File: config.mk
export PLATFORM = sky130hd
export DESIGN_NAME = event_counter_mc
export DESIGN_NICKNAME = d
export VERILOG_FILES = /design/src/rtl/event_counter_mc.sv
export SDC_FILE = /design/constraint.sdc
export NUM_CORES = 1
export LEC_CHECK = 0
export ABC_AREA = 1
export CORE_MARGIN = 5
export CORE_UTILIZATION = 37
export DETAILED_ROUTE_END_ITERATION = 7
export PLACE_DENSITY = 0.71
export SYNTH_ARGS = -nofsm -noshare
export SYNTH_HDL_FRONTEND = slang
export SYNTH_SLANG_ARGS = --single-unit
File: constraint.sdc
create_clock -name clk -period 1.4 [get_ports clk]
set_clock_uncertainty 0.1 [all_clocks]
set_input_delay 0.28 -clock clk [delete_from_list [all_inputs] [get_ports clk]]
set_output_delay 0.28 -clock clk [all_outputs]
set_load 0.005 [all_outputs]
File: src/rtl/event_counter_mc.sv
// Multi-channel event counter: per-channel wrap/saturate counting with preload,
// sticky overflow flag and a one-cycle overflow pulse.
module event_counter_mc #(
  parameter int N_CH      = 4,
  parameter int WIDTH     = 8,
  parameter int EDGE_MODE = 1,
  parameter int CH_W      = 2
) (
  input  logic                    clk,
  input  logic                    rst_n,
  input  logic [N_CH-1:0]         num_i,
  input  logic                    en_i,
  input  logic                    sat_i,
  input  logic                    clr_i,
  input  logic                    ld_i,
  input  logic [CH_W-1:0]         ld_ch_i,
  input  logic [WIDTH-1:0]        ld_val_i,
  output logic [N_CH*WIDTH-1:0]   cnt_o,
  output logic [N_CH-1:0]         of_o,
  output logic [N_CH-1:0]         of_pulse_o,
  output logic                    any_of_o
);

  localparam logic [WIDTH-1:0] MAX = {WIDTH{1'b1}};

  logic [N_CH-1:0] prev_q;
  logic [N_CH-1:0] ev;

  // Edge history follows the input unconditionally so enabling mid-high never
  // fabricates an edge.
  always_ff @(posedge clk or negedge rst_n) begin
    if (!rst_n) prev_q <= '0;
    else        prev_q <= num_i;
  end

  assign ev = (EDGE_MODE != 0) ? (num_i & ~prev_q) : num_i;

  for (genvar i = 0; i < N_CH; i++) begin : g_ch
    localparam logic [CH_W-1:0] CH_IDX = CH_W'(i);

    logic [WIDTH-1:0] cnt_q;
    logic             of_q;
    logic             pulse_q;
    logic             ld_hit;

    // Out-of-range channel indices never match any CH_IDX, so they are ignored.
    assign ld_hit = ld_i && (ld_ch_i == CH_IDX);

    always_ff @(posedge clk or negedge rst_n) begin
      if (!rst_n) begin
        cnt_q   <= '0;
        of_q    <= 1'b0;
        pulse_q <= 1'b0;
      end else if (clr_i) begin
        cnt_q   <= '0;
        of_q    <= 1'b0;
        pulse_q <= 1'b0;
      end else if (ld_hit) begin
        cnt_q   <= ld_val_i;
        of_q    <= 1'b0;
        pulse_q <= 1'b0;
      end else if (en_i && ev[i]) begin
        if (cnt_q != MAX) begin
          cnt_q   <= cnt_q + 1'b1;
          pulse_q <= 1'b0;
        end else begin
          cnt_q   <= sat_i ? MAX : '0;
          of_q    <= 1'b1;
          pulse_q <= 1'b1;
        end
      end else begin
        pulse_q <= 1'b0;
      end
    end

    assign cnt_o[i*WIDTH +: WIDTH] = cnt_q;
    assign of_o[i]                 = of_q;
    assign of_pulse_o[i]           = pulse_q;
  end

  assign any_of_o = |of_o;

endmodule
==> results of run 1 <==
==> per-layer routing <==
metal  track usage  share of wire  vias to the layer above
met5             0              0                        -
met2        0.3233           0.49                      142
met1        0.2589           0.42                     1595
li1              -              -                     1651
met3       0.03468          0.061                       28
met4       0.06092          0.027                        0
==> flip-flops by register name, indices dropped and copies added (netlist names) <==
| register | flops |
|---|---|
| g_ch.of_q | 4 |
| g_ch.cnt_q | 32 |
| g_ch.pulse_q | 4 |
| prev_q | 4 |
==> repair_timing <==
action,CTS,global route
endpoints found under the hold margin,13,0
resized for setup,109,72
endpoints found under the setup margin,74,47
pin swaps,25,28
hold buffers,1,0
buffers inserted,42,3
==> worst max path at each step <==
| stage | start | end | slack, ns |
|---|---|---|---|
| after floorplan | g_ch[2].cnt_q[0]$_DFFE_PN0P_ | g_ch[2].cnt_q[7]$_DFFE_PN0P_ | 0.02 |
| after global placement | ld_i | g_ch[2].cnt_q[7]$_DFFE_PN0P_ | -0.33 |
| after detailed placement | ld_i | g_ch[2].cnt_q[7]$_DFFE_PN0P_ | -0.37 |
| after CTS | g_ch[2].of_q$_DFFE_PN0P_ | any_of_o | -0.18 |
| after global routing | g_ch[3].cnt_q[0]$_DFFE_PN0P_ | g_ch[3].cnt_q[3]$_DFFE_PN0P_ | -0.21 |
| final | g_ch[1].cnt_q[0]$_DFFE_PN0P_ | g_ch[1].cnt_q[1]$_DFFE_PN0P_ | -0.16 |
==> through the flow <==
stage          power [mW]    util  cell area [sq um]  worst slack, ns  instances
6_report            3.872  0.6067               4688          -0.1574        690
4_1_cts             3.765  0.5793               4477          -0.1753        689
3_3_place_gp        2.457  0.5084               3929          -0.3295        639
5_1_grt             4.087  0.6067               4688          -0.2106        690
3_5_place_dp        2.482  0.5084               3929          -0.3744        639
2_1_floorplan       1.926       -               2933          0.02121        443
==> Yosys cell counts, types with 8 or more instances <==
| library cell | number | area (sq um) |
|---|---|---|
| nand2_1 | 187 | 701.9 |
| nor2_1 | 46 | 172.7 |
| dfrtp_1 | 44 | 1101 |
| inv_1 | 42 | 157.7 |
| nand3_1 | 29 | 145.1 |
| a21oi_1 | 17 | 85.08 |
| inv_2 | 13 | 48.80 |
| nand2_2 | 11 | 68.82 |
| o21bai_1 | 9 | 67.56 |
| buf_4 | 8 | 60.06 |
==> power groups by stage <==
stage                     sequential [mW]  clock [mW]  combinational [mW]
after CTS                            1.44        1.07                1.25
after global routing                 1.46        1.13                1.49
after detailed placement             1.52           0               0.962
after floorplan                      1.53           0               0.401
final                                1.45        1.06                1.36
after global placement               1.52           0               0.941
==> worst register-to-register path, cell delays in order, from the launching register on <==
cell and delay [ns]:
dfrtp_1 0.41, buf_6 0.14, ha_4 0.16, nand2_4 0.07, nor2_4 0.05, nand4_1 0.11
nand2_1 0.11, inv_4 0.14, nand2_2 0.07, nand2_1 0.05, nand2_1 0.05
==> cells by family after synthesis <==
logic type / after synthesis
buffers and inverters: 66
and+or+nand+nor: 290
adders and majority gates: 4
DFF: 44
AOI/OAI and AO/OA: 34
xor gates and xnor gates: 5
==> final cells by class <==
type / instances / area [sq um] / share of cell area
repair buffers: 147 / 1256 / 0.2679
clock inverters: 2 / 38.79 / 0.008273
clock buffers: 6 / 82.58 / 0.01761
multi-input cells: 333 / 1852 / 0.3950
well taps: 102 / 127.6 / 0.02722
inverters: 56 / 226.5 / 0.04831
flip-flops and latches: 44 / 1105 / 0.2357
==> results.toml, run 1 <==
[run_status]
status = "finished with violations"
failed_checks = "negative setup slack"

[synth]
synth-edff-count = 0
synth-compound-area-share = 0.07210
synth-simple-area-share = 0.4249
synth_nets = 467
ys.flop_type = "dfrtp_1"
synthMuxAreaShare = 0
synthCells = 443
synthArstFlopShare = 1.000
ys_seq_area_frac = 0.3754
ys_warn_count = 0
post_synth_fa_ha_maj_area_fraction = 0.01706
synth_xor_area_frac = 0.01493
syn_area_sq_mm = 0.002933
synth_top_family_by_area = "simple AND/OR/NAND/NOR gates"
synth_seq_cells = 44
synthDistinctLibCells = 25
synth.avg_cell_area_sq_um = 6.620

[critical_path]
worstPathArrival_ns = 1.66
cp_common_cell = "nand2_1"
crit_fanout = 7
worstSetupStartpointType = "register"
timing.rr.start = "g_ch[1].cnt_q[0]$_DFFE_PN0P_"
cp_cell_sequence = "buf_6 > ha_4 > nand2_4 > nor2_4 > nand4_1 > nand2_1 > inv_4 > nand2_2 > nand2_1 > nand2_1"
r2r_slack_ns = -0.16
crit_slowest_cell = "dfrtp_1"
crit_type = "reg2reg"
crit_path_max_incr_delay_ns = 0.41
cp_num_buf_inv = 2
crit_path_end_kind = "register"
cp_num_cells = 10
r2r_end = "g_ch[1].cnt_q[1]$_DFFE_PN0P_"
critPathTopFamily = "simple AND/OR/NAND/NOR gates"
reg2regPathDepth = 10
critPathRequiredTime_ns = 1.50

[clock_network]
h-tree-depth = 2
cts.root.buffer_cell = "clkbuf_8"
cts_tree = "built"
cts_made_buffers = 5
cts.sinks = 44
clk_path_buf_depth = 2
clock_latency_ns = 0.31
path_clk_slew_ns = 0.09

[sta]
final_max_slew_viol_count = 0
hold_violations = 0
fmax_mhz = 642.1
worst_slack_ns = -0.1574
finalCritPeriodShare = 1.112
timing.final.crit_period_ns = 1.557
tightest_slew_ns = 0.4177
setup_viol = 34
rsz0062_at_grt = "true"
slew_headroom = 0.7216
tns_ns = -2.501
worst_hold_slack_ns = 0.3288

[place]
dp_hpwl_um = 6469
io_buffers = 60
place.gp.congestion = 0.8864

[die]
die_h_um = 99.03
die_w_um = 99.03
ioPinCount = 61
dieArea_sq_mm = 0.009807
rows = 32
initial_core_util = 0.3795
core-area_sq_mm = 0.007727

[power]
combinationalPowerShare = 0.351
total_leakage_power_nw = 2.717
clockPowerShare = 0.273
p_int_mw = 2.638
p_sw_mw = 1.234
switching_share = 0.3187
power_density_mw_per_mm2 = 825.8
seqPwrFrac = 0.375
irDropWorstVdd_v = 0.0005804

[min_path]
min_path_type = "in2async"

[final_layout]
final_common_cell = "nand2_1"
layout.nets = 611
drive_gt1_frac = 0.3486
area_growth_pct = 59.86
fillers = 651
antenna_cells = 0
final_cell_mix = "160 x nand2_1, 74 x buf_4, 41 x dfrtp_1"

[detailed_routing]
drtPass1Iterations = 5
antenna_left = 0
drt_iter0_drc = 247
wire_per_inst_um = 14.32
drc = 0
wl_um = 9882
vias_per_cell = 4.951
vias = 3416

[global_route]
grt_first_pass_wirelength_um = 15610
grt_usage = 0.1952
antenna_found_initial = 0
grt_pass1_vias = 3228
grt_overflow = 0
grt_max_degree = 32

[job]
drv_cap = 0
(Power assumes the default switching activity.)
==> run 2: changes to the inputs <==
Settings changed: CORE_UTILIZATION 37 to 35, PLACE_DENSITY 0.71 to 0.68.
==> run 2 against run 1 <==
The flow still finishes with violations (negative setup slack). Clock power fell by 19%. Clock-buffer cell count did not move. Critical path type unchanged. Via count fell by 4.9%. Maximum frequency rose by 3.7%. Largest power group unchanged. Combinational power fell by 3%. Register-to-register slack improved by 0.06 ns. Die area rose by 5.1%. Power fell by 6.4%. First-iteration DRC count fell by 54%. Sequential power barely moved. Sequential share of layout area rose by 0.54 points. Critical endpoint is now g_ch[1].cnt_q[0]$_DFFE_PN0P_. Critical path depth did not move.
==> results.toml, run 2 (same netlist as run 1, synthesis figures left out) <==
[run_status]
status = "finished with violations"
failed_checks = "negative setup slack"

[critical_path]
worstSetupStartpointType = "register"
cp_cell_sequence = "buf_6 > ha_4 > nand2_4 > nor2_4 > nand4_1 > nand2_2 > inv_4 > nand2_1 > nand2_1 > nand2_1"
crit_path_start = "g_ch[1].cnt_q[0]$_DFFE_PN0P_"
crit_slowest_cell = "dfrtp_1"
cp_common_cell = "nand2_1"
crit_type = "reg2reg"
crit_path_end_kind = "register"
reg2regPathDepth = 10
crit_path_end = "g_ch[1].cnt_q[0]$_DFFE_PN0P_"
critPathRequiredTime_ns = 1.54
cp_num_cells = 10
worstPathArrival_ns = 1.64
r2r_slack_ns = -0.10
critPathTopFamily = "simple AND/OR/NAND/NOR gates"
crit_fanout = 7
cp_num_buf_inv = 2
r2r_end = "g_ch[1].cnt_q[0]$_DFFE_PN0P_"
timing.rr.start = "g_ch[1].cnt_q[0]$_DFFE_PN0P_"
crit_path_max_incr_delay_ns = 0.38

[global_route]
met1_usage = 0.2422
grt_use_met3 = 0.03099
grt_busiest_layer = "met2"
grt_max_degree = 45
grtUsageMet2 = 0.3058
antenna_found_initial = 0
grt_overflow = 0
grt_usage = 0.1849
grt_first_pass_wirelength_um = 15130
grt_pass1_vias = 3171

[detailed_routing]
drt_iter0_drc = 113
vias_per_cell = 4.729
antenna_left = 0
vias = 3249
wl_um = 9313
wire_per_inst_um = 13.56
drc = 0
drtPass1Iterations = 5

[final_layout]
largest_reg_flops = 32
final_area_sq_mm = 0.004583
drive_gt1_frac = 0.3058
layout.cells.non_filler = 687
area_growth_pct = 56.27
final_cell_mix = "176 x nand2_1, 65 x buf_4, 42 x inv_1"
layout.nets = 605
final_common_cell = "nand2_1"
antenna_cells = 0
fillers = 733
top_register = "g_ch.cnt_q"

[sta]
timing.final.crit_period_ns = 1.501
hold_violations = 0
worst_hold_slack_ns = 0.3408
final_max_slew_viol_count = 0
fmax_mhz = 666.0
worst_slack_ns = -0.1015
tightest_slew_ns = 0.2984
rsz0062_at_grt = "true"
slew_headroom = 0.8004
finalCritPeriodShare = 1.072
setup_viol = 37

[die]
dieArea_sq_mm = 0.01031
die_w_um = 101.5
core-area_sq_mm = 0.008175
die_h_um = 101.5
ioPinCount = 61
rows = 33
initial_core_util = 0.3587

[place]
io_buffers = 60
numPlacedInstances = 639
place.gp.congestion = 0.8833
dp_slack_ns = -0.3991
postPlaceCellArea_sq_mm = 0.003910
dp_hpwl_um = 6299

[clock_network]
cts_made_buffers = 5
clock_latency_ns = 0.30
cts_tree = "built"
path_clk_slew_ns = 0.08
cts.sinks = 44
h-tree-depth = 2
clk_path_buf_depth = 2
cts.root.buffer_cell = "clkbuf_8"

[job]
drv_cap = 0

[power]
power_mw = 3.624
irDropWorstVdd_v = 0.0004848
power_density_mw_per_mm2 = 790.8
total_leakage_power_nw = 2.698

[min_path]
min_path_type = "in2reg"
## run 2: worst reg2reg max path: cells and delay by family, from the launching register on
kind / cells / cell delay (ns)
AND/OR/NAND/NOR: 7 / 0.64
flip-flops: 1 / 0.38
buffers and inverters: 2 / 0.19
adder cells (fa/ha/maj): 1 / 0.14
## run 2: worst min path at each step
stage,start,endpoint,slack [ns],cells after the start
3_3_place_gp,rst_n,g_ch[2].cnt_q[0]$_DFFE_PN0P_,0.17,2
4_1_cts,num_i[3],prev_q[3]$_DFF_PN0_,0.35,1
2_1_floorplan,rst_n,g_ch[0].cnt_q[0]$_DFFE_PN0P_,-0.12,0
5_1_grt,num_i[0],prev_q[0]$_DFF_PN0_,0.36,1
3_5_place_dp,rst_n,g_ch[2].cnt_q[1]$_DFFE_PN0P_,0.18,2
6_report,en_i,g_ch[0].pulse_q$_DFF_PN0_,0.34,4
## run 2: area by class of cell
class | instances | area (sq um) | area share
repair buffers | 141 | 1230 | 0.2684
clock inverters | 2 | 10.01 | 0.002184
multi-input cells | 333 | 1805 | 0.3939
clock buffers | 6 | 82.58 | 0.01802
flip-flops and latches | 44 | 1105 | 0.2411
inverters | 56 | 219.0 | 0.04778
well taps | 105 | 131.4 | 0.02867
## run 2: stage by stage
stage | setup TNS [ns] | utilization
finish | -1.889 | 0.5606
detailed placement | -11.48 | 0.4783
CTS | -1.014 | 0.5378
global placement | -10.49 | 0.4783
floorplan | 0 | -
global route | -4.883 | 0.5606
## run 2: power breakdown
part	switching [mW]	leakage, nW	internal [mW]	total, mW
sequential	0.0729	0.582	1.38	1.45
clock	0.465	0.0510	0.395	0.860
combinational	0.645	2.07	0.671	1.32
total	1.18	2.70	2.44	3.62
## run 2: timing repair
action,in CTS,in global routing
gates resized for setup,101,58
hold endpoints to repair,44,0
pin swaps,21,17
cloned,0,0
endpoints found under the setup margin,72,49
hold buffers,1,0
setup buffers,42,1
## run 2: per-layer routing
metal,vias to the layer above,part of all wire
met5,-,0
met4,0,0.029
met3,21,0.055
met2,108,0.47
met1,1478,0.45
li1,1642,-
==> RTL change: new RTL, config.mk and constraints of run 1 <==
The parameter `WIDTH` goes from 8 to 7.
--- a/src/rtl/event_counter_mc.sv
+++ b/src/rtl/event_counter_mc.sv
@@ -4,3 +4,3 @@
   parameter int N_CH      = 4,
-  parameter int WIDTH     = 8,
+  parameter int WIDTH     = 7,
   parameter int EDGE_MODE = 1,
Interface: changed (resized cnt_o and ld_val_i); port bits go from 61 to 56. No check against the original RTL was run, so the function may have changed too.
==> RTL change against run 1 <==
The flow still finishes with violations (negative setup slack). Cell count shrank 6.5%. Sequential cell count shrank 4. Global-route usage grew 0.37 points. Final area shrank 1.7%. Via count shrank 10%. Combinational power shrank 24%. Utilization grew 3.2 points. Worst setup slack lost 0.16 ns. Sequential power shrank 12%. Routed wire length shrank 12%. Area after synthesis shrank 6.9%. Power shrank 11%. Critical endpoint is now any_of_o. Largest cell class unchanged.
==> RTL change: results (changes against run 1) <==
Run status
  • Status: finished with violations
  • Violated checks: negative setup slack

Clock tree
  • CTS root buffer: clkbuf_8
  • H-tree levels: 2 (unchanged)
  • Worst-path clk slew: approximately 0.080 ns
  • Latest clock arrival within the worst-skew pair: 0.29 ns (-0.02 ns)
  • CTS Buf Count: 5 (unchanged)
  • Clk buf depth: 2 (unchanged)

Global route
  • GRT Util Overall: 0.199 (+0.00373)
  • First-pass GRT wire length: 14,200 um (-9.3%)
  • Initial antenna violation count: 1 (+1)
  • Vias in the first global route: 3,054 (-5.4%)
  • Pin count of the biggest net entering global routing: 41 (+28%)

Synthesis
  • Register area share after synthesis: 0.366 (-0.00896)
  • Ys flop type: dfrtp_1
  • Ys async rst share: 1.00 (unchanged)
  • Syn. warnings: 0 (unchanged)
  • Post-Syn Nets: 434 (-7.1%)
  • Synth cell count leaders: nand2_1 (169), nor2_1 (45), dfrtp_1 (40), inv_1 (40), nand3_1 (26)
  • Synth top area cells: dfrtp_1 (37%), nand2_1 (23%), nor2_1 (6.2%)
  • Netlist cell types: 28 (+12%)

Routing
  • Drt first pass iters: 4 (-1)
  • Final WL: 8710 um (-12%)
  • First DRT Iteration DRCs: 105 (-57%)
  • Via density: 4.76 (-4.0%)
  • DRC Markers: 0 (unchanged)

Timing
  • Setup Viol. Count Final: 38 (+12%)
  • Final worst setup slack: -0.315 ns (-0.157 ns)
  • Worst relative slew slack: 0.797 (+0.0753)
  • Post-route setup TNS: -2.41 ns (+0.0895 ns)

Finish
  • Ratio of cells with drive above 1 in the final layout: 0.400 (+0.0514)
  • Fin nets: 568 (-7.0%)
  • Largest reg by FF count: g_ch.cnt_q
  • Max reg flops: 28 (-13%)
  • Filler Cells Inserted: 599 (-8.0%)

Worst setup path
  • Slowest CP cell: or4_1
  • Crit-path max cell delay: 0.52 ns (+0.11 ns)
  • CP arrival: 1.33 ns (-0.33 ns)
  • Crit-path max FO: 2 (-5)

Pwr
  • Max IR drop VDD: 654 uV (+13%)
  • P_leak: 2.62 nW (-3.7%)

Placement
  • Port Buf Inserts: 55 (-8.3%)
  • HPWL Detailed: 5700 um (-12%)
  • Routability cong.: 0.835 (-5.8%)
  • Dpl ws: -0.453 ns (-0.0785 ns)

Min path
  • Worst hold path class: input pin to flip-flop
==> RTL change: cell count changes in the layout (fill, tap and decap cells not counted), moves of 5 or more <==
cell / before / now
nand2_1: 160 / 144
nor2_4: 4 / 12
buf_4: 74 / 54
nand3_1: 23 / 6
nor2_1: 40 / 32
nand3_2: 7 / 14
clkdlybuf4s15_1: 6 / 1
inv_2: 13 / 8
o21ai_1: 0 / 10
o21ai_2: 1 / 7
buf_6: 16 / 30
==> RTL change: cell families after synthesis <==
logic type / count (synthesis) / share of synthesized area
AND/OR/NAND/NOR: 264 / 0.415
buffers and inverters: 59 / 0.103
AO/OA/AOI/OAI: 44 / 0.0971
flip-flops: 40 / 0.366
adder cells (fa/ha/maj): 4 / 0.0183
==> RTL change: layout make-up <==
cell class	instances	area, um2	area share
Timing Repair Buffer	137	1230	0.267
Inverter	49	208	0.0451
Multi-Input combinational cell	312	1910	0.415
Tap cell	99	124	0.0269
Clock buffer	5	68.8	0.0149
Clock inverter	2	60.1	0.0130
Antenna cell	1	2.50	0.000543
Sequential cell	40	1000	0.217
==> RTL change: worst paths after layout <==
kind,start,to,slack (ns),cells after the start
worst max-delay path,g_ch[1].of_q,any_of_o,-0.31,2
worst min-delay path,num_i[3],prev_q[3],0.35,1
worst max register to register,g_ch[2].cnt_q[0],g_ch[2].cnt_q[0],-0.14,9
worst min register to register,g_ch[1].cnt_q[6],g_ch[1].cnt_q[6],0.42,2
max in group asynchronous,rst_n,g_ch[2].cnt_q[2],0.58,3
min in group asynchronous,rst_n,g_ch[2].cnt_q[5],0.39,3
==> RTL change: metrics by stage <==
stage	cell area [um2]	std cells
CTS	4440	646
finish	4610	645
detailed placement	3690	596
global placement	3690	596
floorplan	2760	411
global route	4610	645
==> RTL change: metal layers <==
layer / share of wire / track usage / wire length [um]
met3: 0.058 / 0.0407 / 505
met2: 0.51 / 0.339 / 4430
met5: 0 / 0 / 0
met1: 0.42 / 0.248 / 3620
met4: 0.018 / 0.0723 / 159
==> RTL change: report_power, final <==
part           leakage [nW]  total [W]  internal, W  switching (W)
clock                0.0642    0.00112     0.000702       0.000420
sequential            0.537    0.00127      0.00122      0.0000483
combinational          2.01    0.00104     0.000528       0.000511
==> RTL change: critical path: cells and delay by family, from the launching register on <==
kind	cells	cell delay, ns
buf+inv	1	0.14
flops	1	0.38
simple gates	1	0.52
==> RTL change: repair_timing <==
item,4_1_cts,5_1_grt
hold buffers,1,0
endpoints found under the hold margin,40,0
buffers inserted,43,5
pin swaps,45,48
gates resized for setup,169,64
cloned,0,0
endpoints found under the setup margin,64,45
